==> src/rtl/multicycle_ctrl.sv <==
// multicycle_ctrl: IF/ID/EX/MEM/WB control FSM for the RV32I-subset multicycle core.
// Optional ILLEGAL_TRAP_EN: unsupported opcodes halt the core and set a sticky illegal flag.
module multicycle_ctrl #(
    parameter int CNT_WIDTH = 32
) (
    input  logic                 clk,
    input  logic                 rst,
    input  logic [31:0]          instr,
    input  logic                 Zero,
    input  logic                 dReady,
    output logic                 PCSrc,
    output logic                 ALUSrc,
    output logic                 RegWrite,
    output logic                 MemToReg,
    output logic [3:0]           ALUCtrl,
    output logic                 loadPC,
    output logic                 MemRead,
    output logic                 MemWrite,
    output logic [CNT_WIDTH-1:0] retired,
    output logic                 illegal
);
    typedef enum logic [2:0] {S_IF, S_ID, S_EX, S_MEM, S_WB, S_HALT} state_t;

    localparam logic [6:0] OP_R   = 7'b0110011;
    localparam logic [6:0] OP_I   = 7'b0010011;
    localparam logic [6:0] OP_LW  = 7'b0000011;
    localparam logic [6:0] OP_SW  = 7'b0100011;
    localparam logic [6:0] OP_BEQ = 7'b1100011;

    localparam logic [3:0] ALU_AND = 4'b0000;
    localparam logic [3:0] ALU_OR  = 4'b0001;
    localparam logic [3:0] ALU_ADD = 4'b0010;
    localparam logic [3:0] ALU_XOR = 4'b0101;
    localparam logic [3:0] ALU_SUB = 4'b0110;
    localparam logic [3:0] ALU_SLT = 4'b0111;
    localparam logic [3:0] ALU_SRL = 4'b1000;
    localparam logic [3:0] ALU_SLL = 4'b1001;
    localparam logic [3:0] ALU_SRA = 4'b1010;

    state_t                 state_q, state_d;
    logic [CNT_WIDTH-1:0]   retired_q, retired_d;
    logic                   is_r, is_i, is_lw, is_sw, is_beq, in_exe;
    logic [3:0]             f3_op, alu_op;
    logic                   unused_bits;

    assign unused_bits = ^{instr[31], instr[29:15], instr[11:7]};

    assign is_r   = instr[6:0] == OP_R;
    assign is_i   = instr[6:0] == OP_I;
    assign is_lw  = instr[6:0] == OP_LW;
    assign is_sw  = instr[6:0] == OP_SW;
    assign is_beq = instr[6:0] == OP_BEQ;

    // instr[30] selects SUB only for R-type; for I-type it is immediate bit 10
    always_comb begin
        f3_op = ALU_ADD;
        case (instr[14:12])
            3'b000:  f3_op = (is_r && instr[30]) ? ALU_SUB : ALU_ADD;
            3'b001:  f3_op = ALU_SLL;
            3'b010:  f3_op = ALU_SLT;
            3'b100:  f3_op = ALU_XOR;
            3'b101:  f3_op = instr[30] ? ALU_SRA : ALU_SRL;
            3'b110:  f3_op = ALU_OR;
            3'b111:  f3_op = ALU_AND;
            default: f3_op = ALU_ADD;
        endcase
    end

    assign alu_op = is_beq ? ALU_SUB : (is_r || is_i) ? f3_op : ALU_ADD;
    assign in_exe = state_q == S_EX || state_q == S_MEM || state_q == S_WB;

    assign ALUCtrl  = in_exe ? alu_op : ALU_ADD;
    assign ALUSrc   = in_exe && (is_i || is_lw || is_sw);
    assign MemRead  = state_q == S_MEM && is_lw;
    assign MemWrite = state_q == S_MEM && is_sw;
    assign loadPC   = state_q == S_WB;
    assign RegWrite = state_q == S_WB && (is_r || is_i || is_lw);
    assign MemToReg = state_q == S_WB && is_lw;
    assign PCSrc    = state_q == S_WB && is_beq && Zero;
    assign retired  = retired_q;

    always_comb begin
        state_d   = state_q;
        retired_d = retired_q;
        case (state_q)
            S_IF:    state_d = S_ID;
`ifdef ILLEGAL_TRAP_EN
            S_ID:    state_d = (is_r || is_i || is_lw || is_sw || is_beq) ? S_EX : S_HALT;
`else
            S_ID:    state_d = S_EX;
`endif
            S_EX:    state_d = (is_lw || is_sw) ? S_MEM : S_WB;
            S_MEM:   state_d = dReady ? S_WB : S_MEM;
            S_WB: begin
                state_d   = S_IF;
                retired_d = retired_q + 1'b1;
            end
            S_HALT:  state_d = S_HALT;
            default: state_d = S_IF;
        endcase
    end

    always_ff @(posedge clk or posedge rst) begin
        if (rst) begin
            state_q   <= S_IF;
            retired_q <= '0;
        end else begin
            state_q   <= state_d;
            retired_q <= retired_d;
        end
    end

`ifdef ILLEGAL_TRAP_EN
    logic illegal_q, illegal_d;

    assign illegal_d = illegal_q || state_d == S_HALT;
    assign illegal   = illegal_q;

    always_ff @(posedge clk or posedge rst) begin
        if (rst) illegal_q <= 1'b0;
        else     illegal_q <= illegal_d;
    end
`else
    assign illegal = 1'b0;
`endif
endmodule

==> config.mk <==
export PLATFORM = sky130hd
export DESIGN_NAME = multicycle_ctrl
export DESIGN_NICKNAME = d
export VERILOG_FILES = /design/src/rtl/multicycle_ctrl.sv
export SDC_FILE = /design/constraint.sdc
export NUM_CORES = 1
export LEC_CHECK = 0
export BUFFER_PORTS_ARGS = -buffer_cell sky130_fd_sc_hd__buf_4
export CAP_MARGIN = 20
export CORE_MARGIN = 2
export CORE_UTILIZATION = 35
export DETAILED_ROUTE_END_ITERATION = 6
export GPL_TIMING_DRIVEN = 0
export SYNTH_ARGS = -nofsm -noshare
export SYNTH_HDL_FRONTEND = slang
export SYNTH_SLANG_ARGS = --single-unit
==> constraint.sdc <==
create_clock -name clk -period 1.85 [get_ports clk]
set_input_delay 0.2775 -clock clk [delete_from_list [all_inputs] [get_ports clk]]
set_output_delay 0.2775 -clock clk [all_outputs]
set_load 0.05 [all_outputs]
# Word level (Yosys, flattened, before mapping)
# Index checks and enable logic that the tools add are counted.
[op_classes] addsub=1 eq_ne=16 muxes=9 n_reduce_logical=17
[ops] operator="$add A32 B1 Y32 const B" count=1
[ops] operator="$pmux W4 S7" count=1
[ops] operator="$eq A3 B3 Y1 const B" count=6
[ops] operator="$pmux W3 S5" count=1
[ops] operator="$eq A7 B6 Y1 const B" count=2
[ops] operator="$mux W4" count=3
[ops] operator="$eq A3 B2 Y1 const B" count=3
[ops] operator="$mux W3" count=3
[ops] operator="$logic_and A1 B1 Y1" count=8
[ops] operator="$eq A7 B2 Y1 const B" count=1
[ops] operator="$eq A7 B5 Y1 const B" count=1
[ops] operator="$eq A7 B7 Y1 const B" count=1
[ops] operator="$logic_or A1 B1 Y1" count=7
[ops] operator="$eq A3 B1 Y1 const B" count=2
[ops] operator="$logic_not A3 Y1" count=2
[ops] operator="$mux W2" count=1
[totals] ff_bits=35 inputBits=36 output_inout_bits=44 word_cells=45

# Longest topological paths before layout
# Gate-level depths: netlist (run 1).
[logic_depth] depth_word=7 mapped_depth=6 mapped_depth_nobuf=5

# Least setup slack after synthesis (run 1)
# No wires, ideal clock.
[synth_timing] path_type="register -> output" from="reg state_q[0]" to="out RegWrite" t_arrival_ns=3.446 required_time_ns=1.572 path_slack_ns=-1.874 path_stages_with_launch=5 n_path_buf=2 cell_sequence="dfrtp_1 > buf_2 > or3b_1 > buf_6 > a2111oi_0"
[synth_between] elab_chain_cells=2
[synth_lines] element="from (decl)" line_no="40" rtl="state_t state_q, state_d;"
[synth_lines] element="from (signal assigned)" line_no="108" rtl="state_q <= state_d;"
[synth_lines] element="$eq A3 B3 Y1" line_no="77" rtl="assign RegWrite = state_q == S_WB && (is_r || is_i || is_lw);"
[synth_lines] element="$logic_and A1 B1 Y1" line_no="77"
[synth_lines] element="to (decl)" line_no="13" rtl="output logic RegWrite,"
# Every way passes these cells.

# Worst setup path in the final report (run 1)
[layout_timing] from="reg state_q[0]" to="out ALUCtrl[1]"
[layout_between] elab_chain_cells=4 word_cells_on_any_way=6 classes_between="eq/ne (3); mux (1); reduce/logical (2)"
[layout_lines] element="$eq A3 B2 Y1" line_no="70" rtl="assign in_exe = state_q == S_EX || state_q == S_MEM || state_q == S_WB;"
[layout_lines] element="$logic_or A1 B1 Y1" line_no="70"
[layout_lines] element="$logic_or A1 B1 Y1 (*)" line_no="70"
[layout_lines] element="$mux W4 (*)" line_no="72" rtl="assign ALUCtrl = in_exe ? alu_op : ALU_ADD;"
[layout_lines] element="to (decl)" line_no="15" rtl="output logic [3:0] ALUCtrl,"
# Every way passes the cells marked *; elsewhere a longest branch is shown, timed or not.

==> results of run 1 <==
-- registers in the layout, summed over array words and instances, names as in the netlist --
| signal | flops |
|---|---|
| retired | 32 |
| state_q | 3 |
-- logic make-up (layout without fill, tap and decap cells) --
kind of cell / count (synthesis) / in the layout / share of synthesized area [%]
buf+inv: 12 / 88 / 3.51
compound gates: 9 / 9 / 3.17
simple gates: 90 / 90 / 29.1
fa+ha+maj: 1 / 1 / 0.674
xor+xnor: 33 / 33 / 15.6
flops: 35 / 35 / 47.2
mux: 1 / 1 / 0.539
other cells: 1 / 1 / 0.202
-- routing by layer --
layer | up-vias | wire [um] | GRT usage (%)
met5 | - | 0 | 0
met4 | 0 | 81 | 6.91
met3 | 9 | 310 | 4.35
met2 | 62 | 2070 | 24.8
met1 | 761 | 1820 | 18.9
li1 | 792 | - | -
-- cell usage in the layout, fill, tap and decap left out, drive strengths merged, types with 2 or more instances in the layout --
cell	count
clkbuf	8
dfrtp	35
nor2	12
a2111oi	2
nor3	6
xor2	6
nor4	6
nand4bb	2
o22ai	2
a21oi	3
nor2b	2
nand2	19
inv	7
xnor2	27
and4	4
buf	72
nand3	14
nand4	16
and3	4
-- through the flow --
stage	util (%)	cell area [um2]	hold slack [ns]	setup WS, ns	power, mW
after floorplan	-	1950	0.431	-0.260	0.814
after global placement	48.3	2470	0.462	-0.185	0.853
after detailed placement	48.9	2500	0.423	-0.183	0.861
after CTS	53.9	2750	0.110	-0.243	1.48
after global routing	55.2	2820	0.127	-0.237	1.53
final	55.2	2820	0.0926	-0.181	1.45
-- power by group --
group | leakage (nW) | switching [mW] | internal (mW)
clock network | 0.0515 | 0.255 | 0.339
logic | 0.806 | 0.0485 | 0.0373
registers | 0.467 | 0 | 0.765
total | 1.32 | 0.304 | 1.14
-- layout make-up --
type | count | area share, %
well taps | 70 | 3.11
multi-input cells | 135 | 38.8
repair buffers | 71 | 21.6
plain buffers | 1 | 0.266
flip-flops and latches | 35 | 31.4
clock buffers | 8 | 3.55
inverters | 8 | 1.24
-- critical path, stage by stage, from the launching register on --
cell and delay [ns]:
dfrtp_2 0.40, or3b_4 0.45, nand2_4 0.10, nand3_4 0.08
or2_4 0.28, buf_8 0.15
-- what timing repair did --
item                                    in CTS  in global routing
pin swaps                                    5                  4
resized for setup                           25                 12
buffers inserted                             9                  4
endpoints found under the setup margin      12                 28
-- path summary, 6_finish.rpt --
kind                                    end  cells after the start
worst max-delay path             ALUCtrl[1]                      5
worst min-delay path            retired[24]                      2
worst max register to register   retired[9]                      5
worst min register to register  retired[31]                      1
max in group asynchronous        retired[1]                      3
min in group clk                 state_q[2]                      3
==> key figures, run 1 <==
Min path
  – Worst hold path type: primary input to async pin

Layout
  – Fillers: 457
  – Non-filler cells, final: 328
  – FF+latch area: 886 um2
  – # nets final: 294
  – Share of cells above drive strength 1: 44.2%
  – Antenna diodes: 0
  – Multi-input gate area: 1090 um2
  – Area delta synth->final: 52.0%

Global routing
  – Number of global-route vias before repair: 1546
  – Grt ovf: 0
  – Total track usage: 15.3%
  – Largest net degree at the start of global routing: 21
  – Initial antenna violation count: 0
  – First-pass GRT wire length: 7.21 mm

Clock network
  – Largest buffer count on any clock path: 2
  – Hold buffer count at CTS: 0
  – Clk_lat worst skew: 0.28 ns
  – CTS H-tree lvls: 2
  – CTS tree: done
  – Clock root buffer: clkbuf_8
  – Clk slew on worst S/H paths: 0.07 ns
  – Total CTS buffers: 5
  – CTS sink count: 35

Detailed routing
  – DR pass1 iterations: 4
  – DR iter-0 viols: 53
  – Detail Route Antenna Nets: 0
  – Via count: 1624
  – Wire per inst: 13.0 um
  – Residual DRC: 0
  – Drt total wl: 4.28 mm
  – Avg Vias per Cell: 4.95

Flow run
  – Max Cap Viol: 0

Setup path
  – CP Max Fanout: 5
  – Worst reg-to-reg setup slack: 0.09 ns
  – CP Data Required Time: 1.57 ns
  – Startpoint types: flip-flop
  – Critical path type: flip-flop to output pin
  – CP Capture Type: output pin
  – Beginning of the critical path: state_q[0]
  – WP data arrival: 1.75 ns
  – RR Startpoint: state_q[0]

Die
  – Num rows: 26
  – # IOs: 80
  – Total die area: 5900 um2
  – Die height: 76.8 um
  – Die Wd: 76.8 um
  – Starting Density: 36.3%
  – Core Area: 5110 um2

STA
  – Crit path time final: 2.03 ns
  – Final TNS setup: -0.795 ns
  – Final setup violation count: 8
  – RSZ-0062 raised after global routing: yes
  – Hold Fails Final Rpt: 0
  – Worst-Margin Slew: 0.671 ns
  – Slew Limit Fails: 0
  – Period utilization: 110%
  – Clk_skew: 0.00355 ns
  – FMAX: 492 MHz
  – Fin worst setup slack: -0.181 ns
  – Slew headroom: 55.2%

Outcome
  – Status: finished with violations
  – Violated checks: setup timing

Yosys
  – Yosys reg bits: 35
  – Leading cell types by total area after synthesis: dfrtp_1, xnor2_1, nand4_1
  – Synthesized cell area: 1860 um2
  – Synth area leader: dfrtp_1
  – Synth Flop Type: dfrtp_1
  – Share of the synthesized area in the top cell type: 47.2%
  – Most frequent cell after synthesis: dfrtp_1
  – EDFF count, synth: 0
  – Cell variety after synth: 35
  – Async set-reset flop share out of synthesis: 100%
  – Syn_nets: 219
  – Post-synth top cells: dfrtp_1, xnor2_1, nand2_1
  – Mapped Cells: 182
  – Seq/Total Area, Yosys: 47.2%
  – Synthesis Warnings: 0
  – Syn Area/Cell: 10.2 um2

Placement
  – Detailed Place HPWL: 3.09 mm
  – Placer Congestion: 0.777
  – Dpl cells: 310
  – Buffers on Ports: 57

Power and ir drop
  – PD cells: 513 nW/um2
  – Pleak: 1.32 nW
  – Maximum vdd drop: 0.240 mV
Power figures use the tool's default switching activity.
==> inputs of run 2 (changes only) <==
Clock period 1.85 ns to 2.1 ns, I/O delays scaled along.
==> key figures, run 2 (same netlist as run 1, synthesis figures left out) <==
Setup path
  – Startpoint types: flip-flop
  – Reg2Reg Capture Point: retired[26]
  – CP Max Fanout: 5
  – CP Capture Type: output pin
  – Critical path type: flip-flop to output pin
  – RR Startpoint: retired[3]
  – WP data arrival: 1.77 ns
  – Critical Path Max Stage Delay: 0.40 ns
  – Crit-path cells: or3b_1 > buf_6 > nand2_4 > nand3_4 > or2_4 > buf_8
  – Crit-path slowest cell: dfrtp_2
  – CP Data Required Time: 1.78 ns
  – Worst reg-to-reg setup slack: 0.11 ns
  – Worst reg-to-reg path cell count: 4

Clock network
  – CTS H-tree lvls: 2
  – CTS tree: done
  – CTS sink count: 35
  – Clk_lat worst skew: 0.28 ns
  – Clk slew on worst S/H paths: 0.07 ns
  – Clock root buffer: clkbuf_8
  – Hold buffer count at CTS: 0
  – Total CTS buffers: 5
  – Largest buffer count on any clock path: 2

Detailed routing
  – Wire per inst: 12.8 um
  – Detail Route Antenna Nets: 0
  – Avg Vias per Cell: 4.99
  – Residual DRC: 0
  – DR iter-0 viols: 49
  – DR pass1 iterations: 4
  – Drt total wl: 4.12 mm
  – Via count: 1603

STA
  – Slew headroom: 43.1%
  – Crit path time final: 2.09 ns
  – FMAX: 479 MHz
  – Clk_skew: 0.00430 ns
  – Period utilization: 99.5%
  – RSZ-0062 raised after global routing: yes
  – Worst-Margin Slew: 0.845 ns
  – Final setup violation count: 0
  – Slew Limit Fails: 0
  – Hold Fails Final Rpt: 0

Die
  – Core Area: 5110 um2
  – Num rows: 26
  – Die Wd: 76.8 um
  – Starting Density: 36.3%
  – Total die area: 5900 um2
  – Die height: 76.8 um
  – # IOs: 80

Outcome
  – Status: finished, final reports clean

Power and ir drop
  – PD cells: 466 nW/um2
  – Pleak: 1.21 nW
  – Total Power: 1.23 mW
  – Maximum vdd drop: 0.209 mV

Global routing
  – Total track usage: 15.0%
  – Initial antenna violation count: 0
  – Number of global-route vias before repair: 1548
  – Largest net degree at the start of global routing: 21
  – First-pass GRT wire length: 7.10 mm
  – Grt ovf: 0

Placement
  – Placer Congestion: 0.775
  – Buffers on Ports: 57
  – DP Area: 2450 um2
  – Detailed Place HPWL: 3.14 mm

Min path
  – Worst hold path type: primary input to async pin

Layout
  – Share of cells above drive strength 1: 37.8%
  – Area delta synth->final: 41.9%
  – Largest register FFs: 32
  – Fillers: 474
  – Commonest non-fill, non-tap cell in the layout: buf_4
  – # nets final: 288
  – Final Cell Area: 2630 um2
  – Multi-input gate area: 1020 um2
  – Antenna diodes: 0
  – Most frequent cells in the layout: buf_4, dfrtp_1, xnor2_1
  – FF+latch area: 878 um2

Flow run
  – Max Cap Viol: 0
## run 2: worst max-delay path: cells and delay by family, from the launching register on
family,cells,cell delay (ns)
simple gates,4,0.80
flops,1,0.40
buf+inv,2,0.30
## run 2: timing repair
action,4_1_cts,5_1_grt
setup buffers,5,0
pin swaps,3,0
resized for setup,10,3
cloned,0,0
setup endpoints to repair,9,9
## run 2: layout make-up
cell class	instances	area share (%)
plain buffers	3	1.14
clock buffers	6	3.14
clock inverters	1	0.190
inverters	8	1.14
multi-input cells	135	38.6
flip-flops and latches	35	33.3
well taps	70	3.33
repair buffers	63	19.1
## run 2: worst max path at each step
stage | endpoint | start | slack [ns]
after floorplan | RegWrite | state_q[0] | -0.28
after CTS | ALUCtrl[1] | state_q[2] | 0.002
final | ALUCtrl[1] | state_q[0] | 0.01
after global routing | ALUCtrl[1] | state_q[0] | -0.05
after global placement | ALUCtrl[1] | state_q[0] | -0.05
after detailed placement | ALUCtrl[1] | state_q[0] | -0.06
## run 2: stage by stage
step	utilization (%)	setup slack (ns)	instances	hold slack, ns	setup TNS (ns)
after global placement	47.5	-0.0456	309	0.463	-0.0485
after floorplan	-	-0.281	182	0.469	-0.281
final	51.6	0.0113	321	0.128	0
after CTS	51.2	0.00195	321	0.140	0
after detailed placement	48.0	-0.0579	310	0.454	-0.0610
after global routing	51.6	-0.0473	321	0.171	-0.0473
## run 2: power by group
part	internal (mW)	switching, mW
Clock	0.257	0.225
Combinational	0.0307	0.0399
Sequential	0.674	0
Total	0.962	0.265
## run 2: metal layers
metal / GRT usage, % / share of wire [%]
met1: 17.8 / 44
met2: 25.2 / 47
met3: 4.71 / 6.8
met4: 5.64 / 1.7
met5: 0 / 0
==> inputs of run 3 (changes only) <==
Settings changed: PLACE_DENSITY set to 0.63.
==> key figures, run 3 (same netlist as run 1, synthesis figures left out) <==
Global routing
  – Largest net degree at the start of global routing: 19
  – Initial antenna violation count: 0
  – Grt ovf: 0
  – Number of global-route vias before repair: 1511
  – First-pass GRT wire length: 7.22 mm
  – Total track usage: 15.1%

Setup path
  – CP Data Required Time: 1.78 ns
  – Critical path type: flip-flop to output pin
  – CP Max Fanout: 4
  – WP data arrival: 1.78 ns
  – CP Capture Type: output pin
  – Startpoint types: flip-flop

Clock network
  – CTS tree: done
  – Clk_lat worst skew: 0.28 ns
  – CTS sink count: 35
  – Largest buffer count on any clock path: 2
  – Clock root buffer: clkbuf_8
  – Total CTS buffers: 5
  – Hold buffer count at CTS: 0
  – CTS H-tree lvls: 2
  – Clk slew on worst S/H paths: 0.07 ns

Die
  – # IOs: 80
  – Starting Density: 36.3%
  – Die Wd: 76.8 um
  – Total die area: 5900 um2
  – Num rows: 26
  – Core Area: 5110 um2
  – Die height: 76.8 um

STA
  – FMAX: 477 MHz
  – Period utilization: 99.9%
  – Fin worst setup slack: 0.00254 ns
  – Slew headroom: 49.4%
  – RSZ-0062 raised after global routing: yes
  – Worst-Margin Slew: 0.752 ns
  – Final setup violation count: 0
  – Clk_skew: 0.00380 ns
  – Slew Limit Fails: 0
  – Crit path time final: 2.10 ns
  – Hold Fails Final Rpt: 0

Detailed routing
  – Residual DRC: 0
  – Via count: 1606
  – Avg Vias per Cell: 4.94
  – Drt total wl: 4.31 mm
  – Wire per inst: 13.3 um
  – DR pass1 iterations: 4
  – DR iter-0 viols: 64
  – Detail Route Antenna Nets: 0

Min path
  – Worst hold path type: primary input to async pin

Placement
  – Buffers on Ports: 57
  – Placer Congestion: 0.801
  – DP Area: 2450 um2
  – Detailed Place HPWL: 3.11 mm
  – Setup WS pre-CTS: -0.0474 ns

Layout
  – # nets final: 291
  – Commonest non-fill, non-tap cell in the layout: buf_4
  – Most frequent cells in the layout: buf_4, dfrtp_1, xnor2_1
  – Area delta synth->final: 45.0%
  – Final Cell Area: 2690 um2
  – Largest register FFs: 32
  – Fillers: 473
  – Antenna diodes: 0
  – Share of cells above drive strength 1: 38.8%

Power and ir drop
  – Maximum vdd drop: 0.209 mV
  – Pleak: 1.23 nW
  – PD cells: 474 nW/um2

Outcome
  – Status: finished, final reports clean

Flow run
  – Max Cap Viol: 0
## run 3: cell type report
cell class                 count  area [um2]  area share (%)
buffer                         3        30.0            1.12
clock buffer                   8         100            3.72
inverter                       8        32.5            1.21
multi-input combinational    135        1020            37.7
sequential                    35         878            32.6
tap                           70        87.6            3.25
timing repair buffer          66         547            20.3
## run 3: power by group
part / switching, mW / internal (mW) / total, mW
Clock: 0.232 / 0.299 / 0.531
Combinational: 0.0407 / 0.0307 / 0.0714
Sequential: 0 / 0.674 / 0.674
Total: 0.272 / 1.00 / 1.28
## run 3: final timing paths
check                       startpoint     endpoint  slack (ns)  cells after the start
max                         state_q[2]   ALUCtrl[1]       0.003                      7
min                                rst  retired[29]        0.17                      2
max reg2reg                 state_q[2]   retired[9]        0.13                      8
min reg2reg                retired[31]  retired[31]        0.48                      1
max in group asynchronous          rst   state_q[1]        1.38                      3
min in group clk                dReady   state_q[1]        0.37                      4
## run 3: what timing repair did
item | in CTS | in global routing
pin swaps | 2 | 1
buffers inserted | 5 | 3
setup endpoints to repair | 7 | 11
resized for setup | 12 | 5
## run 3: critical path, stage by stage, from the launching register on
cell     delay, ns
dfrtp_1       0.34
buf_6         0.09
or3b_1        0.35
buf_6         0.15
nand2_4       0.08
nand3_4       0.08
or2_4         0.26
buf_8         0.15
## run 3: metrics by stage
step / TNS [ns] / hold slack, ns / power, mW / cells / util (%)
floorplan: -0.281 / 0.469 / 0.715 / 182 / -
global placement: -0.0418 / 0.461 / 0.748 / 309 / 47.5
detailed placement: -0.0474 / 0.484 / 0.755 / 310 / 48.0
CTS: -0.000271 / 0.196 / 1.29 / 322 / 51.7
global route: -0.0446 / 0.218 / 1.34 / 325 / 52.7
finish: 0 / 0.166 / 1.28 / 325 / 52.7
## run 3: routing by layer
metal | vias to the layer above | track usage, % | part of all wire (%)
met5 | - | 0 | 0
met4 | 0 | 4.55 | 1.3
li1 | 790 | - | -
met3 | 6 | 3.88 | 6.0
met2 | 49 | 24.7 | 47
met1 | 761 | 19.5 | 46
